### src/rtl/seg7_pkg.sv
// rtl/seg7_pkg.sv - shared constants and types for the seven-segment display path
//
// Purpose:
//   Common definitions for the display back-end and the blocks that reuse
//   its decoder (alarm display, etc.).
//
// Contents:
//   SEG_OFF     - SevenSegment value with every segment and the DP dark
//   DRV_OFF     - SegmentDrivers value with every digit disabled
//   digit_idx_t - 2-bit index selecting one of the four display digits
//   SEG_TABLE   - active-high gfedcba pattern for each 4-bit code 0..F
//   seg_pattern - table lookup helper

package seg7_pkg;

    localparam logic [7:0] SEG_OFF = 8'hFF;
    localparam logic [3:0] DRV_OFF = 4'hF;

    typedef logic [1:0] digit_idx_t;

    // Packed so that SEG_TABLE[code] selects the pattern for that code:
    // the first element listed is entry 15 (F), the last is entry 0.
    localparam logic [15:0][6:0] SEG_TABLE = {
        7'h71,  // F
        7'h79,  // E
        7'h5E,  // d
        7'h39,  // C
        7'h7C,  // b
        7'h77,  // A
        7'h6F,  // 9
        7'h7F,  // 8
        7'h07,  // 7
        7'h7D,  // 6
        7'h6D,  // 5
        7'h66,  // 4
        7'h4F,  // 3
        7'h5B,  // 2
        7'h06,  // 1
        7'h3F   // 0
    };

    function automatic logic [6:0] seg_pattern(input logic [3:0] code);
        return SEG_TABLE[code];
    endfunction

endpackage

### src/rtl/bcd_to_seg7.sv
// rtl/bcd_to_seg7.sv - combinational 4-bit code to seven-segment pattern decoder
//
// Purpose:
//   Converts a hexadecimal digit code into the active-high gfedcba segment
//   pattern. Polarity inversion for the board is left to the caller so the
//   decoder can serve both common-anode and common-cathode users.
//
// Ports:
//   code - 4-bit digit code, 0..F
//   seg  - active-high pattern, [6:0] = g,f,e,d,c,b,a

module bcd_to_seg7
    import seg7_pkg::*;
(
    input  logic [3:0] code,
    output logic [6:0] seg
);

    always_comb begin
        seg = seg_pattern(code);
    end

endmodule

### src/rtl/seg7_scan_driver.sv
// rtl/seg7_scan_driver.sv - time-multiplexed 4-digit common-anode display driver
//
// Purpose:
//   Scans four digit codes onto a common-anode seven-segment display, one
//   digit per slot of SCAN_DIV clocks. Inputs are snapshotted once per frame
//   so a display update never tears, every slot opens with BLANK_CYCLES of
//   all-dark dead time to stop ghosting, and a 4-bit PWM sets brightness.
//
// Parameters:
//   SCAN_DIV     - clocks per digit slot, at least BLANK_CYCLES+2
//   BLANK_CYCLES - dark clocks at the start of every slot, at least 1
//
// Ports:
//   Clk_100M       - system clock
//   Reset          - asynchronous, active-high
//   Digits         - four digit codes, [3:0] = digit 0 (rightmost)
//   DP             - decimal point per digit, 1 = lit
//   Blank          - per-digit blank, 1 = digit dark
//   Brightness     - 0 = off .. 15 = full on
//   SegmentDrivers - digit enables, active-low, bit n = digit n
//   SevenSegment   - segments, active-low, [7] = DP, [6:0] = g..a
//   FrameStart     - one-cycle pulse in the cycle after the shadow load

module seg7_scan_driver
    import seg7_pkg::*;
#(
    parameter int SCAN_DIV     = 100000,
    parameter int BLANK_CYCLES = 1000
) (
    input  logic        Clk_100M,
    input  logic        Reset,
    input  logic [15:0] Digits,
    input  logic [3:0]  DP,
    input  logic [3:0]  Blank,
    input  logic [3:0]  Brightness,
    output logic [3:0]  SegmentDrivers,
    output logic [7:0]  SevenSegment,
    output logic        FrameStart
);

    localparam int PC_W = (SCAN_DIV > 2) ? $clog2(SCAN_DIV) : 2;
    localparam logic [PC_W-1:0] PC_LAST  = PC_W'(SCAN_DIV - 1);
    localparam logic [PC_W-1:0] PC_BLANK = PC_W'(BLANK_CYCLES);

    // Scan timing state
    logic [PC_W-1:0] pc;
    digit_idx_t      idx;
    logic [3:0]      pw;
    logic            load_pending;

    // Per-frame snapshot of the inputs
    logic [15:0]     sh_digits;
    logic [3:0]      sh_dp;
    logic [3:0]      sh_blank;
    logic [3:0]      sh_bright;

    // Combinational decisions for the current cycle
    logic            wrap;
    logic            frame_end;
    logic            load;
    logic            on_pwm;
    logic            past_blank;
    logic            lit;
    logic [3:0]      cur_code;
    logic [6:0]      cur_pattern;
    logic [3:0]      drv_next;
    logic [7:0]      seg_next;

    always_comb begin
        wrap      = (pc == PC_LAST);
        frame_end = wrap && (idx == 2'd3);
        // The first clock out of reset loads immediately so the display
        // never shows the all-zero reset snapshot for a whole frame.
        load      = load_pending || frame_end;
    end

    // Prescaler, digit index and free-running PWM counter
    always_ff @(posedge Clk_100M or posedge Reset) begin
        if (Reset) begin
            pc  <= '0;
            idx <= 2'd0;
            pw  <= 4'd0;
        end else begin
            pw <= pw + 4'd1;
            if (wrap) begin
                pc  <= '0;
                idx <= idx + 2'd1;
            end else begin
                pc  <= pc + PC_W'(1);
            end
        end
    end

    // Shadow registers and frame-start pulse
    always_ff @(posedge Clk_100M or posedge Reset) begin
        if (Reset) begin
            load_pending <= 1'b1;
            sh_digits    <= '0;
            sh_dp        <= '0;
            sh_blank     <= '0;
            sh_bright    <= '0;
            FrameStart   <= 1'b0;
        end else begin
            FrameStart <= load;
            if (load) begin
                load_pending <= 1'b0;
                sh_digits    <= Digits;
                sh_dp        <= DP;
                sh_blank     <= Blank;
                sh_bright    <= Brightness;
            end
        end
    end

    // The decode uses the shadow values as they stand before any load on
    // this edge. A load only happens on pc == SCAN_DIV-1 (or right after
    // reset at pc == 0), both inside dead time or the tail of digit 3, so
    // digit 0 sees the new snapshot from its first lit cycle.
    always_comb begin
        cur_code   = sh_digits[{idx, 2'b00} +: 4];
        on_pwm     = (sh_bright == 4'hF) || (pw < sh_bright);
        past_blank = (pc >= PC_BLANK);
        lit        = past_blank && on_pwm && !sh_blank[idx];
    end

    bcd_to_seg7 u_decode (
        .code (cur_code),
        .seg  (cur_pattern)
    );

    always_comb begin
        drv_next = DRV_OFF;
        seg_next = SEG_OFF;
        if (lit) begin
            drv_next = ~(4'b0001 << idx);
            seg_next = {~sh_dp[idx], ~cur_pattern};
        end
    end

    // Drivers and segments share one register stage so they always switch
    // together; the dead time at pc < BLANK_CYCLES keeps the slot wrap from
    // ever enabling two digits at once.
    always_ff @(posedge Clk_100M or posedge Reset) begin
        if (Reset) begin
            SegmentDrivers <= DRV_OFF;
            SevenSegment   <= SEG_OFF;
        end else begin
            SegmentDrivers <= drv_next;
            SevenSegment   <= seg_next;
        end
    end

endmodule

### config.mk
export PLATFORM = sky130hd
export DESIGN_NAME = seg7_scan_driver
export DESIGN_NICKNAME = d
export VERILOG_FILES = /design/src/rtl/seg7_pkg.sv /design/src/rtl/bcd_to_seg7.sv /design/src/rtl/seg7_scan_driver.sv
export SDC_FILE = /design/constraint.sdc
export NUM_CORES = 1
export LEC_CHECK = 0
export ABC_AREA = 1
export CORE_MARGIN = 2
export CORE_UTILIZATION = 50
export DETAILED_ROUTE_END_ITERATION = 6
export HOLD_SLACK_MARGIN = 0.15
export PLACE_DENSITY = 0.82
export SLEW_MARGIN = 40
export SYNTH_ARGS = -nofsm -noshare
export SYNTH_HDL_FRONTEND = slang
export SYNTH_SLANG_ARGS = --single-unit
### constraint.sdc
create_clock -name Clk_100M -period 1.7 [get_ports Clk_100M]
set_input_delay 0.17 -clock Clk_100M [delete_from_list [all_inputs] [get_ports Clk_100M]]
set_output_delay 0.17 -clock Clk_100M [all_outputs]
set_load 0.02 [all_outputs]
==> Flow_metrics.wiki <==
{| class="wikitable"
! Metric !! Value
|-
| Peak per-stage delay on the critical path || 0.60 ns
|-
| Diodes inserted || 0
|-
| Effective utilization at floorplan || 52.39%
|-
| Final wirelength || 7276 µm
|-
| Number of buffers added to fix hold violations after cts || 0
|-
| Multi-input logic area || 0.001488 mm²
|-
| Most common cell in the synthesized netlist || sky130_fd_sc_hd__nand2_1
|-
| Worst reg-to-reg path cell count || 10
|-
| First-pass detailed-route iteration total || 5
|-
| Setup slack, reg-to-reg || 0.10 ns
|-
| Instance count on the critical path || 1
|-
| Clock-pin slew on the worst setup and hold paths || 0.07 ns
|-
| GR Layer Usage met2 || 33.83%
|-
| Seq cells post-synth || 65
|-
| Worst Slack Setup Final || 0.07573 ns
|-
| Number of rows created at floorplan || 29
|-
| Category of cells accounting for the largest share of critical-path delay || buffers and inverters
|-
| Sequential fraction of the synthesis area || 48.83%
|-
| Critical-path maximum fanout || 1
|-
| Total I/O pin count || 43
|-
| Via count of the routed design || 2907
|-
| Share of async-settable or async-resettable flops after synthesis || 100.0%
|-
| Average wire per standard cell || 13.06 µm
|-
| Number of nets in the finished design || 521
|-
| EDFF count, synth || 0
|-
| Critical path, cell by cell || clkdlybuf4s50_1
|-
| Max Clock Freq || 0.6157 GHz
|-
| Crit Reg-Reg Startpoint || idx[0]
|-
| Avg Cell Area, Syn || 8.068 µm²
|-
| Nets in the synthesized netlist || 463
|-
| Cell at the slowest stage of the critical path || sky130_fd_sc_hd__clkdlybuf4s50_1
|-
| Pin count of the biggest net entering global routing || 66
|-
| H-tree depth reported by CTS || 3
|-
| Unique masters post-synth || 26
|-
| Power per cell area || 808.0 mW/mm²
|-
| Required @ worst endpoint || 1.53 ns
|-
| Final hold violation count || 0
|-
| Root buf cell || sky130_fd_sc_hd__clkbuf_8
|-
| Crit path capture || SevenSegment[7]
|-
| Reg2Reg Capture Point || SevenSegment[3]
|-
| Drt drc || 0
|-
| Met1 Use GR || 28.63%
|-
| Skew-Pair Late Insertion Delay || 0.34 ns
|-
| Overall die area || 0.007401 mm²
|-
| Critical path arrival || 1.45 ns
|-
| Final slew viol count || 0
|-
| Class of the tightest hold or removal check || in -> async
|-
| Y dimension of the die || 86.03 µm
|-
| Post-synthesis to final-layout area growth || 24.66%
|-
| Drt first-iter violations || 173
|-
| Global routing's busiest layer || met2
|-
| Critical Setup Path Class || reg -> out
|-
| Yosys top cell area share || 38.68%
|-
| Count of port buffers added during placement || 42
|-
| Number of standard cells after synthesis || 417
|-
| Synth Cell Area || 0.003364 mm²
|-
| Category of the worst setup path launch point || flip-flop
|-
| Global routing usage on met3 || 3.754%
|-
| Number of antenna violations at the first check in global routing || 0
|-
| Library cell with the largest summed area after synthesis || sky130_fd_sc_hd__dfrtp_1
|-
| Max rail drop VDD || 0.6419 mV
|-
| All-Layer GR Usage || 21.41%
|-
| Ranking of synthesized cells by area || sky130_fd_sc_hd__dfrtp_1, sky130_fd_sc_hd__nand2_1, sky130_fd_sc_hd__dfstp_2, sky130_fd_sc_hd__nand3_1, sky130_fd_sc_hd__ha_1
|-
| CTS tree || yes
|-
| Commonest register cell after synthesis || sky130_fd_sc_hd__dfrtp_1
|-
| Proportion of layout cells with a drive suffix above 1 || 13.13%
|-
| Minimum hold slack || 0.2565 ns
|-
| Global-route wire length before repair || 12520 µm
|-
| Leftover overflow at the end of global routing || 0
|-
| Sequential Area || 0.001643 mm²
|-
| Final HPWL DP || 5296 µm
|-
| Die Span X || 86.03 µm
|-
| Max-cap violation count || 0
|-
| Number of buffers created by CTS || 9
|-
| Sink count of the clock tree || 65
|-
| Fillcell total || 545
|-
| Worst Setup Slack post-DPL || -0.01233 ns
|-
| Leakage || 0.002075 µW
|-
| CP Capture Type || primary output
|-
| Number of global-route vias before repair || 2796
|-
| Core Region || 0.006422 mm²
|-
| Final setup violation count || 0
|-
| Bufs and invs on worst path || 1
|-
| Global placer's final weighted congestion || 0.9618
|-
| Number of routed nets with antenna violations || 0
|-
| Summed negative setup slack over all endpoints || 0 ns
|-
| Critical path origin || SevenSegment[7]
|-
| Ratio of final minimum period to clock period || 95.55%
|-
| Post-DR vias/cell || 5.219
|-
| Deepest clock path buffer count || 2
|-
| Run status || finished, final reports clean
|-
| Commonest cells post-synth || sky130_fd_sc_hd__nand2_1, sky130_fd_sc_hd__nand3_1, sky130_fd_sc_hd__dfrtp_1
|-
| Minimum clock period || 1.624 ns
|-
| Number of synthesis warnings || 0
|-
| Final Skew || 0.005881 ns
|}
-- flip-flops by register name, indices dropped and copies added, names as in the netlist --
name	count
sh_digits	16
FrameStart	1
SegmentDrivers	4
sh_blank	4
load_pending	1
idx	2
pw	4
sh_dp	4
SevenSegment	8
pc	17
sh_bright	4
-- through the flow --
step / utilization [%] / total power [µW] / instance area (µm²) / instances
floorplan: - / 1873 / 3368 / 417
finish: 65.30 / 3389 / 4194 / 557
global route: 65.30 / 3541 / 4194 / 557
global placement: 61.29 / 2001 / 3936 / 540
detailed placement: 61.29 / 2016 / 3936 / 540
CTS: 64.60 / 3412 / 4149 / 556
-- cell type report --
type | instances | share of cell area [%]
clock buffers | 10 | 3.043
multi-input cells | 297 | 35.47
inverters | 42 | 3.848
clock inverters | 6 | 1.969
well taps | 77 | 2.297
flip-flops and latches | 65 | 39.17
repair buffers | 60 | 14.20
-- power breakdown --
| part | leakage [µW] | internal [µW] | switching [µW] |
|---|---|---|---|
| clock | 0.000106 | 818 | 569 |
| combinational | 0.00118 | 159 | 192 |
| sequential | 0.000791 | 1610 | 40.7 |
-- kinds of logic (layout without fill, tap and decap cells) --
kind of cell               count (synthesis)  count (layout)  synth area share (%)
AOI/OAI and AO/OA                         12              12                 1.822
xor gates and xnor gates                  13              13                 3.384
adders and majority gates                 16              16                 5.950
buffers and inverters                     55             118                 7.697
DFF                                       65              65                 48.83
other                                      1               1                0.1115
and+or+nand+nor                          255             255                 32.21
-- per-layer routing --
layer  share of wire, %  up-vias
li1                   -     1428
met1                 44     1343
met2                 47      119
met3                5.7       17
met4                2.5        0
met5                  0        -
-- worst min-delay path by stage --
stage               startpoint            end  slack (ns)  depth (start not counted)
floorplan             Blank[0]    sh_blank[0]        0.28                          2
global placement         pc[0]          pc[0]        0.45                          1
detailed placement       pc[0]          pc[0]        0.46                          1
CTS                      Reset  sh_digits[11]        0.27                          3
global route             Reset  sh_digits[14]        0.30                          3
finish                   Reset  sh_digits[10]        0.26                          3
-- cells in the final DEF, fill, tap and decap left out --
master | netlist | final
sky130_fd_sc_hd__buf_6 | 4 | 2
sky130_fd_sc_hd__nor2_1 | 35 | 35
sky130_fd_sc_hd__inv_1 | 39 | 34
sky130_fd_sc_hd__nand3_1 | 64 | 64
sky130_fd_sc_hd__xor2_1 | 12 | 12
sky130_fd_sc_hd__clkbuf_1 | 3 | 1
sky130_fd_sc_hd__buf_12 | 0 | 2
sky130_fd_sc_hd__inv_2 | 2 | 6
sky130_fd_sc_hd__buf_4 | 2 | 13
sky130_fd_sc_hd__ha_2 | 0 | 1
sky130_fd_sc_hd__nand2_4 | 0 | 1
sky130_fd_sc_hd__nor3_1 | 2 | 2
sky130_fd_sc_hd__o21ai_0 | 7 | 6
sky130_fd_sc_hd__o22ai_1 | 1 | 1
sky130_fd_sc_hd__nand2_1 | 140 | 138
sky130_fd_sc_hd__conb_1 | 1 | 1
sky130_fd_sc_hd__ha_4 | 0 | 1
sky130_fd_sc_hd__clkbuf_8 | 0 | 9
sky130_fd_sc_hd__bufinv_16 | 0 | 2
sky130_fd_sc_hd__nand4_1 | 8 | 8
sky130_fd_sc_hd__dfstp_2 | 13 | 13
sky130_fd_sc_hd__clkinvlp_4 | 0 | 2
sky130_fd_sc_hd__nor2_2 | 2 | 2
sky130_fd_sc_hd__o21ai_1 | 0 | 1
sky130_fd_sc_hd__dfrtp_1 | 52 | 52
sky130_fd_sc_hd__buf_8 | 1 | 1
sky130_fd_sc_hd__clkinv_2 | 0 | 3
sky130_fd_sc_hd__a21oi_1 | 4 | 4
sky130_fd_sc_hd__xnor2_1 | 1 | 1
sky130_fd_sc_hd__clkdlybuf4s50_1 | 0 | 42
sky130_fd_sc_hd__ha_1 | 16 | 14
sky130_fd_sc_hd__nand2_2 | 2 | 3
sky130_fd_sc_hd__clkinv_1 | 1 | 1
sky130_fd_sc_hd__nand3_2 | 1 | 1
sky130_fd_sc_hd__nor2_4 | 1 | 1
-- worst register-to-register path, cell delays in order (launching register included) --
cell	delay (ns)
sky130_fd_sc_hd__dfrtp_1	0.43
sky130_fd_sc_hd__inv_2	0.15
sky130_fd_sc_hd__nand2_1	0.08
sky130_fd_sc_hd__nand3_1	0.10
sky130_fd_sc_hd__nand2_2	0.12
sky130_fd_sc_hd__ha_1	0.35
sky130_fd_sc_hd__inv_1	0.07
sky130_fd_sc_hd__nand2_1	0.06
sky130_fd_sc_hd__nand3_1	0.08
sky130_fd_sc_hd__nand2_1	0.06
sky130_fd_sc_hd__nand2_1	0.05
-- timing repair --
action / in CTS / in global routing
setup buffers: 0 / 1
endpoints found under the setup margin: 2 / 32
pin swaps: 0 / 1
gates resized for setup: 2 / 13
No activity file was read; power rests on OpenSTA's default activity.
